<file path="src/rtl/skolem_sweep_ctrl_if.sv">
// rtl/skolem_sweep_ctrl_if.sv - Signal bundle between the sweep controller, its Skolem netlist and the harness
// Controller side uses the master modport; netlist/harness side uses slave.
interface skolem_sweep_ctrl_if #(
  parameter int W = 4
);
  logic           start;
  logic [W-1:0]   sk_s;
  logic [W-1:0]   sk_t;
  logic [W-1:0]   sk_x;
  logic           busy;
  logic           done;
  logic           pass;
  logic [2*W:0]   err_cnt;
  logic           ff_valid;
  logic [W-1:0]   ff_s;
  logic [W-1:0]   ff_t;
  logic [W-1:0]   ff_x;

  modport master (
    input  start, sk_x,
    output sk_s, sk_t, busy, done, pass, err_cnt, ff_valid, ff_s, ff_t, ff_x
  );

  modport slave (
    output start, sk_x,
    input  sk_s, sk_t, busy, done, pass, err_cnt, ff_valid, ff_s, ff_t, ff_x
  );
endinterface

</file>
<file path="src/rtl/skolem_sweep_ctrl.sv">
// rtl/skolem_sweep_ctrl.sv - Exhaustive (s,t) sweep of a bvurem "not-equal" Skolem netlist with bit-serial remainder check
// Optional SKSWEEP_STOP_ON_FAIL_EN: end the sweep at the first failing pair.
module skolem_sweep_ctrl #(
  parameter int W      = 4,
  parameter int SETTLE = 1
) (
  input  logic                i_clk,
  input  logic                i_rst_n,
  skolem_sweep_ctrl_if.master bus
);
  localparam int IW = 2 * W;
  localparam int CW = 2 * W + 1;
  localparam int BW = (W > 1) ? $clog2(W) : 1;
  localparam int SW = (SETTLE > 1) ? $clog2(SETTLE) : 1;

  typedef enum logic [2:0] {S_IDLE, S_WAIT, S_DIV, S_CHK, S_DONE} state_t;

  state_t        r_state;
  state_t        w_next;

  logic [IW-1:0] r_idx;
  logic [SW-1:0] r_wcnt;
  logic [BW-1:0] r_b;
  logic [W-1:0]  r_x;
  logic [W-1:0]  r_rem;
  logic [CW-1:0] r_err;
  logic          r_ff_valid;
  logic [W-1:0]  r_ff_s;
  logic [W-1:0]  r_ff_t;
  logic [W-1:0]  r_ff_x;

  logic [W-1:0]  w_s;
  logic [W-1:0]  w_t;
  logic          w_start_ok;
  logic          w_last_settle;
  logic          w_last_bit;
  logic          w_fail;
  logic [W:0]    w_rp;
  logic [W-1:0]  w_rem_nxt;

  assign w_s           = r_idx[IW-1:W];
  assign w_t           = r_idx[W-1:0];
  assign w_start_ok    = bus.start && ((r_state == S_IDLE) || (r_state == S_DONE));
  assign w_last_settle = (r_wcnt == SW'(SETTLE - 1));
  assign w_last_bit    = (r_b == '0);
  assign w_fail        = (|r_idx) && (r_rem == w_t);

  // Restoring step: a subtracted result is below x, so W-bit arithmetic is exact.
  // x==0 always subtracts nothing and simply shifts s in, giving rem==s.
  assign w_rp      = {r_rem, w_s[r_b]};
  assign w_rem_nxt = (w_rp >= {1'b0, r_x}) ? (w_rp[W-1:0] - r_x) : w_rp[W-1:0];

  always_ff @(posedge i_clk) begin
    if (!i_rst_n) begin
      r_state <= S_IDLE;
    end else begin
      r_state <= w_next;
    end
  end

  always_comb begin
    w_next   = r_state;
    bus.busy = 1'b0;
    bus.done = 1'b0;
    case (r_state)
      S_IDLE: begin
        if (w_start_ok) w_next = S_WAIT;
      end
      S_WAIT: begin
        bus.busy = 1'b1;
        if (w_last_settle) w_next = S_DIV;
      end
      S_DIV: begin
        bus.busy = 1'b1;
        if (w_last_bit) w_next = S_CHK;
      end
      S_CHK: begin
        bus.busy = 1'b1;
        if (&r_idx) w_next = S_DONE;
`ifdef SKSWEEP_STOP_ON_FAIL_EN
        else if (w_fail) w_next = S_DONE;
`endif
        else w_next = S_WAIT;
      end
      S_DONE: begin
        bus.done = 1'b1;
        if (w_start_ok) w_next = S_WAIT;
      end
      default: w_next = S_IDLE;
    endcase
  end

  always_ff @(posedge i_clk) begin
    if (!i_rst_n) begin
      r_idx      <= '0;
      r_wcnt     <= '0;
      r_b        <= '0;
      r_x        <= '0;
      r_rem      <= '0;
      r_err      <= '0;
      r_ff_valid <= 1'b0;
      r_ff_s     <= '0;
      r_ff_t     <= '0;
      r_ff_x     <= '0;
    end else if (w_start_ok) begin
      r_idx      <= '0;
      r_wcnt     <= '0;
      r_err      <= '0;
      r_ff_valid <= 1'b0;
      r_ff_s     <= '0;
      r_ff_t     <= '0;
      r_ff_x     <= '0;
    end else begin
      case (r_state)
        S_WAIT: begin
          if (w_last_settle) begin
            r_x   <= bus.sk_x;
            r_rem <= '0;
            r_b   <= BW'(W - 1);
          end else begin
            r_wcnt <= r_wcnt + SW'(1);
          end
        end
        S_DIV: begin
          r_rem <= w_rem_nxt;
          r_b   <= r_b - BW'(1);
        end
        S_CHK: begin
          if (w_fail) begin
            r_err <= r_err + CW'(1);
            if (!r_ff_valid) begin
              r_ff_valid <= 1'b1;
              r_ff_s     <= w_s;
              r_ff_t     <= w_t;
              r_ff_x     <= r_x;
            end
          end
          if (w_next == S_WAIT) begin
            r_idx  <= r_idx + IW'(1);
            r_wcnt <= '0;
          end
        end
        default: ;
      endcase
    end
  end

  assign bus.sk_s     = w_s;
  assign bus.sk_t     = w_t;
  assign bus.err_cnt  = r_err;
  assign bus.pass     = (r_err == '0);
  assign bus.ff_valid = r_ff_valid;
  assign bus.ff_s     = r_ff_s;
  assign bus.ff_t     = r_ff_t;
  assign bus.ff_x     = r_ff_x;
endmodule

</file>
<file path="src/flat_wrapper.sv">
// flat-port wrapper written by rule: the top's interface ports become plain ports
module skolem_sweep_ctrl_flat 
#(
  parameter int W      = 4,
  parameter int SETTLE = 1
)
  (i_clk, i_rst_n, bus_start, bus_sk_x, bus_sk_s, bus_sk_t, bus_busy, bus_done, bus_pass, bus_err_cnt, bus_ff_valid, bus_ff_s, bus_ff_t, bus_ff_x);
  skolem_sweep_ctrl_if #(.W(W)) bus_i ();
  input  logic i_clk;
  input  logic i_rst_n;
  input wire logic [$bits(bus_i.start)-1:0] bus_start;
  input wire logic [$bits(bus_i.sk_x)-1:0] bus_sk_x;
  output wire logic [$bits(bus_i.sk_s)-1:0] bus_sk_s;
  output wire logic [$bits(bus_i.sk_t)-1:0] bus_sk_t;
  output wire logic [$bits(bus_i.busy)-1:0] bus_busy;
  output wire logic [$bits(bus_i.done)-1:0] bus_done;
  output wire logic [$bits(bus_i.pass)-1:0] bus_pass;
  output wire logic [$bits(bus_i.err_cnt)-1:0] bus_err_cnt;
  output wire logic [$bits(bus_i.ff_valid)-1:0] bus_ff_valid;
  output wire logic [$bits(bus_i.ff_s)-1:0] bus_ff_s;
  output wire logic [$bits(bus_i.ff_t)-1:0] bus_ff_t;
  output wire logic [$bits(bus_i.ff_x)-1:0] bus_ff_x;
  assign bus_i.start = bus_start;
  assign bus_i.sk_x = bus_sk_x;
  assign bus_sk_s = bus_i.sk_s;
  assign bus_sk_t = bus_i.sk_t;
  assign bus_busy = bus_i.busy;
  assign bus_done = bus_i.done;
  assign bus_pass = bus_i.pass;
  assign bus_err_cnt = bus_i.err_cnt;
  assign bus_ff_valid = bus_i.ff_valid;
  assign bus_ff_s = bus_i.ff_s;
  assign bus_ff_t = bus_i.ff_t;
  assign bus_ff_x = bus_i.ff_x;
  skolem_sweep_ctrl #(.W(W), .SETTLE(SETTLE)) u_core (.i_clk(i_clk), .i_rst_n(i_rst_n), .bus(bus_i));
endmodule
</file>
<file path="config.mk">
export PLATFORM = sky130hd
export DESIGN_NAME = skolem_sweep_ctrl_flat
export DESIGN_NICKNAME = d
export VERILOG_FILES = /design/src/rtl/skolem_sweep_ctrl_if.sv /design/src/rtl/skolem_sweep_ctrl.sv /design/src/flat_wrapper.sv
export SDC_FILE = /design/constraint.sdc
export NUM_CORES = 1
export LEC_CHECK = 0
export ABC_CLOCK_PERIOD_IN_PS = 2200
export CORE_UTILIZATION = 52
export DETAILED_ROUTE_END_ITERATION = 8
export PLACE_DENSITY = 0.79
export SKIP_CTS_REPAIR_TIMING = 1
export SYNTH_ARGS = -nofsm -noshare
export SYNTH_HDL_FRONTEND = slang
export SYNTH_SLANG_ARGS = --single-unit
</file>
<file path="constraint.sdc">
create_clock -name i_clk -period 2.2 [get_ports i_clk]
set_input_delay 0.44 -clock i_clk [delete_from_list [all_inputs] [get_ports i_clk]]
set_output_delay 0.44 -clock i_clk [all_outputs]
set_load 0.005 [all_outputs]
</file>
==> out/qor.txt, run 1 <==
outcome: completed
Core Box Area: 4030 µm²
hold depth: 2
Reg2Reg Launch Point: u_core.r_b[0]
Final Critical Period: 2100 ps
syn avg cell area: 9.06 µm²
hold path startpoint: u_core.bus.ff_t[0]
clk slew on worst S/H paths: 70 ps
Layout Cells excl Fill: 345
RePlAce Congestion: 0.821
grt total ovfl: 0
Netlist Area Pre-Place: 2180 µm²
worst IR drop on VDD: 0.000495 V
pwr dens: 574 nW/µm²
I/O Buffers: 39
Post-synth EDFFs: 0
Max H-tree Level: 2
worst r2r dst: u_core.r_rem[2]
R2R cell count: 8
Fmax: 476 MHz
Hold Fails Final Rpt: 0
Critical Path Sink Type: register
CTS sink count: 43
Worst Hold End: u_core.bus.ff_t[0]
Seq cells post-synth: 43
Max-cap violations: 0
Diodes inserted: 0
Root Driver: clkbuf_8
Via Count: 1880
Area after DPL: 2710 µm²
vias in the first global route: 1822
Total Nets Final: 313
max-slew violation count: 0
placed cells: 338
Die Y: 66.8 µm
CP required: 2370 ps
initial antenna violation count: 0
CP Launch Type: register
HP Class: register to register
first-pass GRT wire length: 8160 µm
Overall Global Routing Usage: 24.6%
drt pass-1 iters: 4
syn nets: 258
drt wl/cell: 14.2 µm
largest net degree at the start of global routing: 27
Synth async-reset ratio: 0%
vias per std cell: 5.45
Area Overhead vs Synth: 28.7%
multi-input logic area: 1200 µm²
Final ANT Viol Nets: 0
share of cells above drive strength 1: 12.5%
Slew headroom: 71.3%
Top Ports: 40
detailed placement HPWL: 3670 µm
width of the die: 66.8 µm
total die area: 4460 µm²
Initial Util: 54.2%
post-synthesis cell count: 241
setup violators final: 0
final non-filler cell area: 2810 µm²
final WL: 4880 µm
Num CTS Buffers: 5
CP arrival: 2270 ps
YS warnings: 0
DR iter-0 viols: 79
register area share after synthesis: 39.4%
Static Leak: 0.00100 µW
worst-path fanout max: 4
worst skew pair latency: 290 ps
Critical Setup Path Class: register to register
crit share post-route: 95.5%
register area: 865 µm²
worst slew pin tran: 429 ps
reg2reg setup slack: 100 ps
CTS tree: built
Cell variety after synth: 46
Site Rows: 23
Clock Path Buffers: 2
final setup skew: 4.41 ps
Main synth FF type: dfxtp_1
Filler cells: 307
number of remaining DRC errors: 0
## synth_stat cells, drive strengths merged (6+ instances only)
cell type | number | area share (%)
a21oi | 14 | 3.2
dfxtp | 43 | 39
ha | 9 | 5.2
inv | 16 | 2.8
mux2i | 17 | 7.8
nand2 | 10 | 1.7
nand3 | 8 | 2.1
nor2 | 39 | 6.7
nor2b | 6 | 1.7
o21ai | 9 | 2.1
or3 | 6 | 1.8
xnor2 | 13 | 5.2
## logic make-up (layout without fill, tap and decap cells)
kind of cell	Yosys count	count (layout)	synth area share (%)
AND/OR/NAND/NOR	91	91	21.7
flip-flops	43	43	39.4
AO/OA/AOI/OAI	36	36	10.9
buffers and inverters	25	79	5.62
multiplexers	20	20	9.86
XOR/XNOR	16	16	6.42
adder cells (fa/ha/maj)	10	10	6.07
## per-stage QoR
step / utilization, % / hold slack (ps) / TNS (ps) / total power (µW) / setup WS, ps
final: 69.8 / 492 / 0 / 1610 / 98.6
after global routing: 69.8 / 532 / -7.94 / 1690 / -7.94
after CTS: 69.2 / 503 / 0 / 1620 / 36.2
after detailed placement: 67.4 / 486 / 0 / 1170 / 63.0
after global placement: 67.4 / 473 / 0 / 1160 / 168
after floorplan: - / 464 / 0 / 1070 / 193
## registers in the layout, summed over array words and instances, names as in the netlist
name	cells
u_core.bus.err_cnt	9
u_core.bus.ff_t	4
u_core.r_idx	8
u_core.r_rem	4
u_core.bus.ff_valid	1
u_core.r_state	3
u_core.r_x	4
u_core.bus.ff_x	4
u_core.bus.ff_s	4
u_core.r_b	2
## how the worst max path moves through the flow
stage | from | end | slack, ps | cells past startpoint
floorplan | u_core.r_b[0] | u_core.r_rem[0] | 190 | 7
global placement | u_core.r_b[0] | u_core.r_rem[2] | 170 | 8
detailed placement | u_core.r_b[0] | u_core.r_rem[2] | 60 | 8
CTS | u_core.r_b[0] | u_core.r_rem[2] | 40 | 8
global route | u_core.r_b[0] | u_core.r_rem[2] | -8 | 8
finish | u_core.r_b[0] | u_core.r_rem[2] | 100 | 8
## critical path, stage by stage, from the launching register on
cell and delay [ps]:
dfxtp_4 370, mux4_2 520, inv_2 70, ha_1 130
inv_1 70, fa_1 450, xor2_1 150, mux2i_1 140
o2bb2ai_1 80
## cells in the final DEF (no fill, tap or decap), drive strengths merged, types with 8 or more instances in the layout
master,netlist,final
clkdlybuf4s50,0,39
nor2,39,39
mux2i,17,17
a21oi,14,14
nand3,8,8
xnor2,13,13
o21ai,9,9
nand2,10,10
inv,16,16
dfxtp,43,43
buf,5,18
ha,9,9
## routing by layer
metal	global-route usage [%]	wire, µm	up-vias
li1	-	-	934
met1	29.7	2150	900
met2	41.7	2470	36
met3	4.79	138	10
met4	11.4	122	0
met5	0	0	-
## power breakdown
group	total, µW	internal, µW	switching, µW	leakage [µW]
Clock	454	212	243	0.0000371
Sequential	829	807	22.9	0.000348
Combinational	331	157	174	0.000619
Total	1610	1180	439	0.00100
## cell type report
| cell class | count | area share, % |
|---|---|---|
| clock buffer | 6 | 2.58 |
| inverter | 16 | 2.14 |
| multi-input combinational | 173 | 42.7 |
| sequential | 43 | 30.8 |
| tap | 50 | 2.23 |
| timing repair buffer | 57 | 19.6 |
(Power assumes the default switching activity.)
==> run 2: changes to the inputs <==
--- a/config.mk
+++ b/config.mk
@@ -6,9 +6,10 @@
 export NUM_CORES = 1
 export LEC_CHECK = 0
 export ABC_CLOCK_PERIOD_IN_PS = 2200
-export CORE_UTILIZATION = 52
+export CORE_UTILIZATION = 55
 export DETAILED_ROUTE_END_ITERATION = 8
-export PLACE_DENSITY = 0.79
+export DONT_BUFFER_PORTS = 1
+export PLACE_DENSITY = 0.7
 export SKIP_CTS_REPAIR_TIMING = 1
 export SYNTH_ARGS = -nofsm -noshare
 export SYNTH_HDL_FRONTEND = slang
==> run 2 against run 1 <==
Clock power is 5.9% higher. Sequential cell count stayed put. Setup slack better by 77 ps.
==> out/qor.txt, run 2 (same netlist as run 1, synthesis figures left out) <==
outcome: completed
Num CTS Buffers: 5
CTS tree: built
Largest register FFs: 9
I/O Buffers: 0
Site Rows: 22
Max H-tree Level: 2
multi-input logic area: 1200 µm²
Critical Path Sink Type: register
first-pass GRT wire length: 7200 µm
vias in the first global route: 1523
share of cells above drive strength 1: 13.7%
crit share post-route: 92.0%
most frequent cells in the layout: dfxtp_1 (42), nor2_1 (39), mux2i_1 (17)
pwr dens: 675 nW/µm²
final non-filler cell area: 2380 µm²
setup TNS: 0 ps
CP arrival: 2210 ps
CP Launch Type: register
initial antenna violation count: 0
total die area: 4230 µm²
Area after DPL: 2300 µm²
DR iter-0 viols: 109
Initial Util: 58.3%
R2R cell count: 8
Via Count: 1684
Crit path max-delay family: multiplexers
final core occ: 63.7%
Total Nets Final: 272
worst skew pair latency: 300 ps
Diodes inserted: 0
max-slew violation count: 0
reg2reg setup slack: 180 ps
grt total ovfl: 0
CP required: 2380 ps
detailed placement HPWL: 3200 µm
Hold Fails Final Rpt: 0
Overall Global Routing Usage: 22.6%
Die Y: 65.0 µm
vias per std cell: 5.54
Root Driver: clkbuf_8
most common library cell in the layout ignoring fill and taps: dfxtp_1
HP Class: input pin to register
Top Ports: 40
drt wl/cell: 14.5 µm
Reg2Reg Launch Point: u_core.r_b[0]
max incr delay on CP: 490 ps
worst r2r dst: u_core.r_rem[2]
Worst Hold End: u_core.r_x[3]
final WL: 4400 µm
largest net degree at the start of global routing: 16
number of remaining DRC errors: 0
Core Box Area: 3740 µm²
worst slew pin tran: 854 ps
Max-cap violations: 0
Worst Path Buf+Inv: 2
width of the die: 65.0 µm
RePlAce Congestion: 0.805
Critical Setup Path Class: register to register
worst IR drop on VDD: 0.000353 V
clk slew on worst S/H paths: 70 ps
final setup skew: 10.7 ps
Filler cells: 324
Clock Path Buffers: 2
WHS: 274 ps
hold path startpoint: i_rst_n
Max stage delay cell, worst path: mux4_2
placed cells: 296
worst-path fanout max: 4
Slew headroom: 42.9%
RSZ-0062 raised after global routing: no
CTS sink count: 43
Final ANT Viol Nets: 0
Area Overhead vs Synth: 9.17%
Static Leak: 0.000856 µW
Layout Cells excl Fill: 304
setup violators final: 0
Fmax: 494 MHz
drt pass-1 iters: 4
hold depth: 1
Final Critical Period: 2020 ps
worst-path cell chain: mux4_2, inv_1, ha_1, inv_1, fa_1, xor2_1, mux2i_1, o2bb2ai_1
register area: 862 µm²
most frequent CP cell: inv_1
==> run 2: worst max-delay path by stage <==
stage	start	endpoint	slack, ps	cells past startpoint
5_1_grt	u_core.r_b[0]	u_core.r_rem[2]	30	8
3_5_place_dp	u_core.r_b[0]	u_core.r_rem[2]	140	8
6_report	u_core.r_b[0]	u_core.r_rem[2]	180	8
4_1_cts	u_core.r_b[0]	u_core.r_rem[2]	120	8
2_1_floorplan	u_core.r_b[0]	u_core.r_rem[0]	190	7
3_3_place_gp	u_core.r_b[0]	u_core.r_rem[2]	170	8
==> run 2: final cells by class <==
cell class | count | share of cell area (%)
clock inverters | 1 | 0.210
repair buffers | 16 | 5.04
well taps | 48 | 2.52
multi-input cells | 173 | 50.3
flip-flops and latches | 43 | 36.2
clock buffers | 7 | 3.20
inverters | 16 | 2.52
==> run 2: metal layers <==
layer	up-vias	global-route usage, %	wire length, µm
met1	786	28.4	2110
met5	-	0	0
li1	854	-	-
met3	5	6.69	193
met4	0	6.67	38
met2	39	37.1	2050
==> run 2: stage by stage <==
stage	setup slack, ps	power (µW)
4_1_cts	123	1630
5_1_grt	25.0	1700
3_3_place_gp	168	1130
6_report	175	1610
3_5_place_dp	139	1140
2_1_floorplan	193	1070
==> run 2: worst register-to-register path: stages, from the launching register on <==
cell and delay [ps]:
dfxtp_2 360, mux4_2 490, inv_1 80, ha_1 140, inv_1 70, fa_1 430
xor2_1 150, mux2i_1 130, o2bb2ai_1 70
==> run 2: power breakdown <==
group	switching [µW]	internal, µW	total [µW]	leakage, µW
clock network	258	223	481	0.0000422
registers	21.1	805	827	0.000348
logic	166	136	302	0.000466
total	445	1160	1610	0.000856
==> run 3: changes to the inputs <==
--- a/config.mk
+++ b/config.mk
@@ -5,11 +5,11 @@
 export SDC_FILE = /design/constraint.sdc
 export NUM_CORES = 1
 export LEC_CHECK = 0
-export ABC_CLOCK_PERIOD_IN_PS = 2200
+export ABC_CLOCK_PERIOD_IN_PS = 1750
 export CORE_UTILIZATION = 55
 export DETAILED_ROUTE_END_ITERATION = 8
 export DONT_BUFFER_PORTS = 1
-export PLACE_DENSITY = 0.7
+export PLACE_DENSITY = 0.73
 export SKIP_CTS_REPAIR_TIMING = 1
 export SYNTH_ARGS = -nofsm -noshare
 export SYNTH_HDL_FRONTEND = slang
==> constraint.sdc (replaced) <==
create_clock -name i_clk -period 1.75 [get_ports i_clk]
set_input_delay 0.35 -clock i_clk [delete_from_list [all_inputs] [get_ports i_clk]]
set_output_delay 0.35 -clock i_clk [all_outputs]
set_load 0.005 [all_outputs]
==> run 3 against run 2 <==
The flow now finishes with violations (setup timing). First-iteration DRC count decreased by 61%. Worst hold slack got worse by 100 ps. Combinational power increased by 57%. Clock-buffer cell count decreased by 2. Sequential cell count unchanged. Register-to-register slack got worse by 300 ps. Die area unchanged. Sequential share of layout area decreased by 4.6 points. Critical path depth unchanged. Cell count increased by 6.9%. Maximum frequency increased by 7.8%.
==> out/qor.txt, run 3 (same netlist as run 1, synthesis figures left out) <==
outcome: complete, but fails checks
violated checks: setup timing
worst skew pair latency: 300 ps
Static Leak: 0.000992 µW
Top Ports: 40
vias in the first global route: 1586
Root Driver: clkbuf_8
final setup skew: 7.93 ps
CTS sink count: 43
WHS: 170 ps
worst IR drop on VDD: 0.000724 V
Overall Global Routing Usage: 22.9%
setup violators final: 17
final WL: 4760 µm
Clk pwr share: 34.1%
CP Launch Type: register
Largest register FFs: 9
Hold Fails Final Rpt: 0
Filler cells: 281
Max stage delay cell, worst path: mux4_2
Gate power share: 20.6%
Final Worst Setup Slack: -128 ps
Area Overhead vs Synth: 25.3%
Final Critical Period: 1880 ps
final core occ: 73.1%
worst slew pin tran: 430 ps
HP Class: input pin to register
Die Y: 65.0 µm
Switch Pwr: 624 µW
setup TNS: -743 ps
Fmax: 532 MHz
RePlAce Congestion: 0.770
most frequent cells in the layout: dfxtp_1 (40), nor2_1 (38), buf_4 (33)
drt wl/cell: 14.6 µm
share of cells above drive strength 1: 29.6%
worst-path fanout max: 3
RSZ-0062 raised after global routing: yes
CP arrival: 2080 ps
Clock Path Buffers: 2
Critical Setup Path Class: register to register
total die area: 4230 µm²
Total Nets Final: 293
drt pass-1 iters: 4
Initial Util: 58.3%
sw frac: 27.2%
DP Worst Slack: -201 ps
worst-path cell chain: mux4_2, inv_2, ha_4, inv_4, fa_2, xor2_1, mux2i_1, o2bb2ai_1
Via Count: 1772
largest net degree at the start of global routing: 24
Core Box Area: 3740 µm²
grt total ovfl: 0
CTS tree: built
Max-cap violations: 0
Site Rows: 22
max incr delay on CP: 500 ps
detailed placement HPWL: 3220 µm
clk slew on worst S/H paths: 90 ps
Slew headroom: 71.2%
register area: 865 µm²
multi-input logic area: 1340 µm²
Pint: 1670 µW
Max H-tree Level: 2
max-slew violation count: 0
CP required: 1950 ps
first-pass GRT wire length: 7250 µm
Diodes inserted: 0
pwr dens: 840 nW/µm²
most common library cell in the layout ignoring fill and taps: dfxtp_1
initial antenna violation count: 0
number of remaining DRC errors: 0
DR iter-0 viols: 43
crit share post-route: 107%
I/O Buffers: 0
Critical Path Sink Type: register
sequential power share: 45.3%
Num CTS Buffers: 5
Final ANT Viol Nets: 0
width of the die: 65.0 µm
vias per std cell: 5.45
-- run 3: changes by cell type in the layout (fill, tap and decap cells not counted), moves of 3 or more --
cell,delta
buf_4,+17
a21oi_2,+3
ha_1,-3
inv_2,+3
a21oi_1,-3
inv_1,-4
xnor2_2,+3
xnor2_1,-3
ha_4,+3
-- run 3: per-stage QoR --
step           total power [µW]  std cells  area [µm²]
6_report                   2300        325        2740
5_1_grt                    2400        325        2740
4_1_cts                    2280        321        2590
3_5_place_dp               1500        313        2480
3_3_place_gp               1490        313        2480
2_1_floorplan              1380        241        2230
-- run 3: layer usage --
layer	routed length [µm]	global-route usage [%]	part of all wire, %	vias up
met5	0	0	0	-
met4	76	10.8	1.6	0
met3	225	6.69	4.7	5
met2	2320	37.8	49	42
met1	2140	26.9	45	818
li1	-	-	-	907
-- run 3: power groups by stage --
stage	sequential [µW]	clock (µW)	combinational, µW
after floorplan	1060	0	320
after global placement	1060	0	425
after detailed placement	1060	0	434
after CTS	1040	803	436
after global routing	1040	841	515
final	1040	784	473
-- run 3: final timing paths --
kind                      start                 end  slack [ps]  cells after the start
hold reg to reg   u_core.r_x[3]  u_core.bus.ff_x[3]         510                      2
hold / removal          i_rst_n   u_core.r_state[2]         170                      1
setup reg to reg  u_core.r_b[0]     u_core.r_rem[2]        -130                      8
setup / recovery  u_core.r_b[0]     u_core.r_rem[2]        -130                      8
-- run 3: area by class of cell --
type | instances | share of cell area, %
Sequential cell | 43 | 31.6
Clock buffer | 5 | 2.52
Inverter | 16 | 2.29
Timing Repair Buffer | 37 | 10.8
Clock inverter | 3 | 1.60
Multi-Input combinational cell | 173 | 49.0
Tap cell | 48 | 2.20
-- run 3: worst max-delay path, delay by kind of cell (launching register included) --
kind,cells,cell delay [ps]
flip-flops,1,350
AO/OA/AOI/OAI,1,70
buffers and inverters,2,130
multiplexers,2,630
adder cells (fa/ha/maj),2,460
XOR/XNOR,1,140
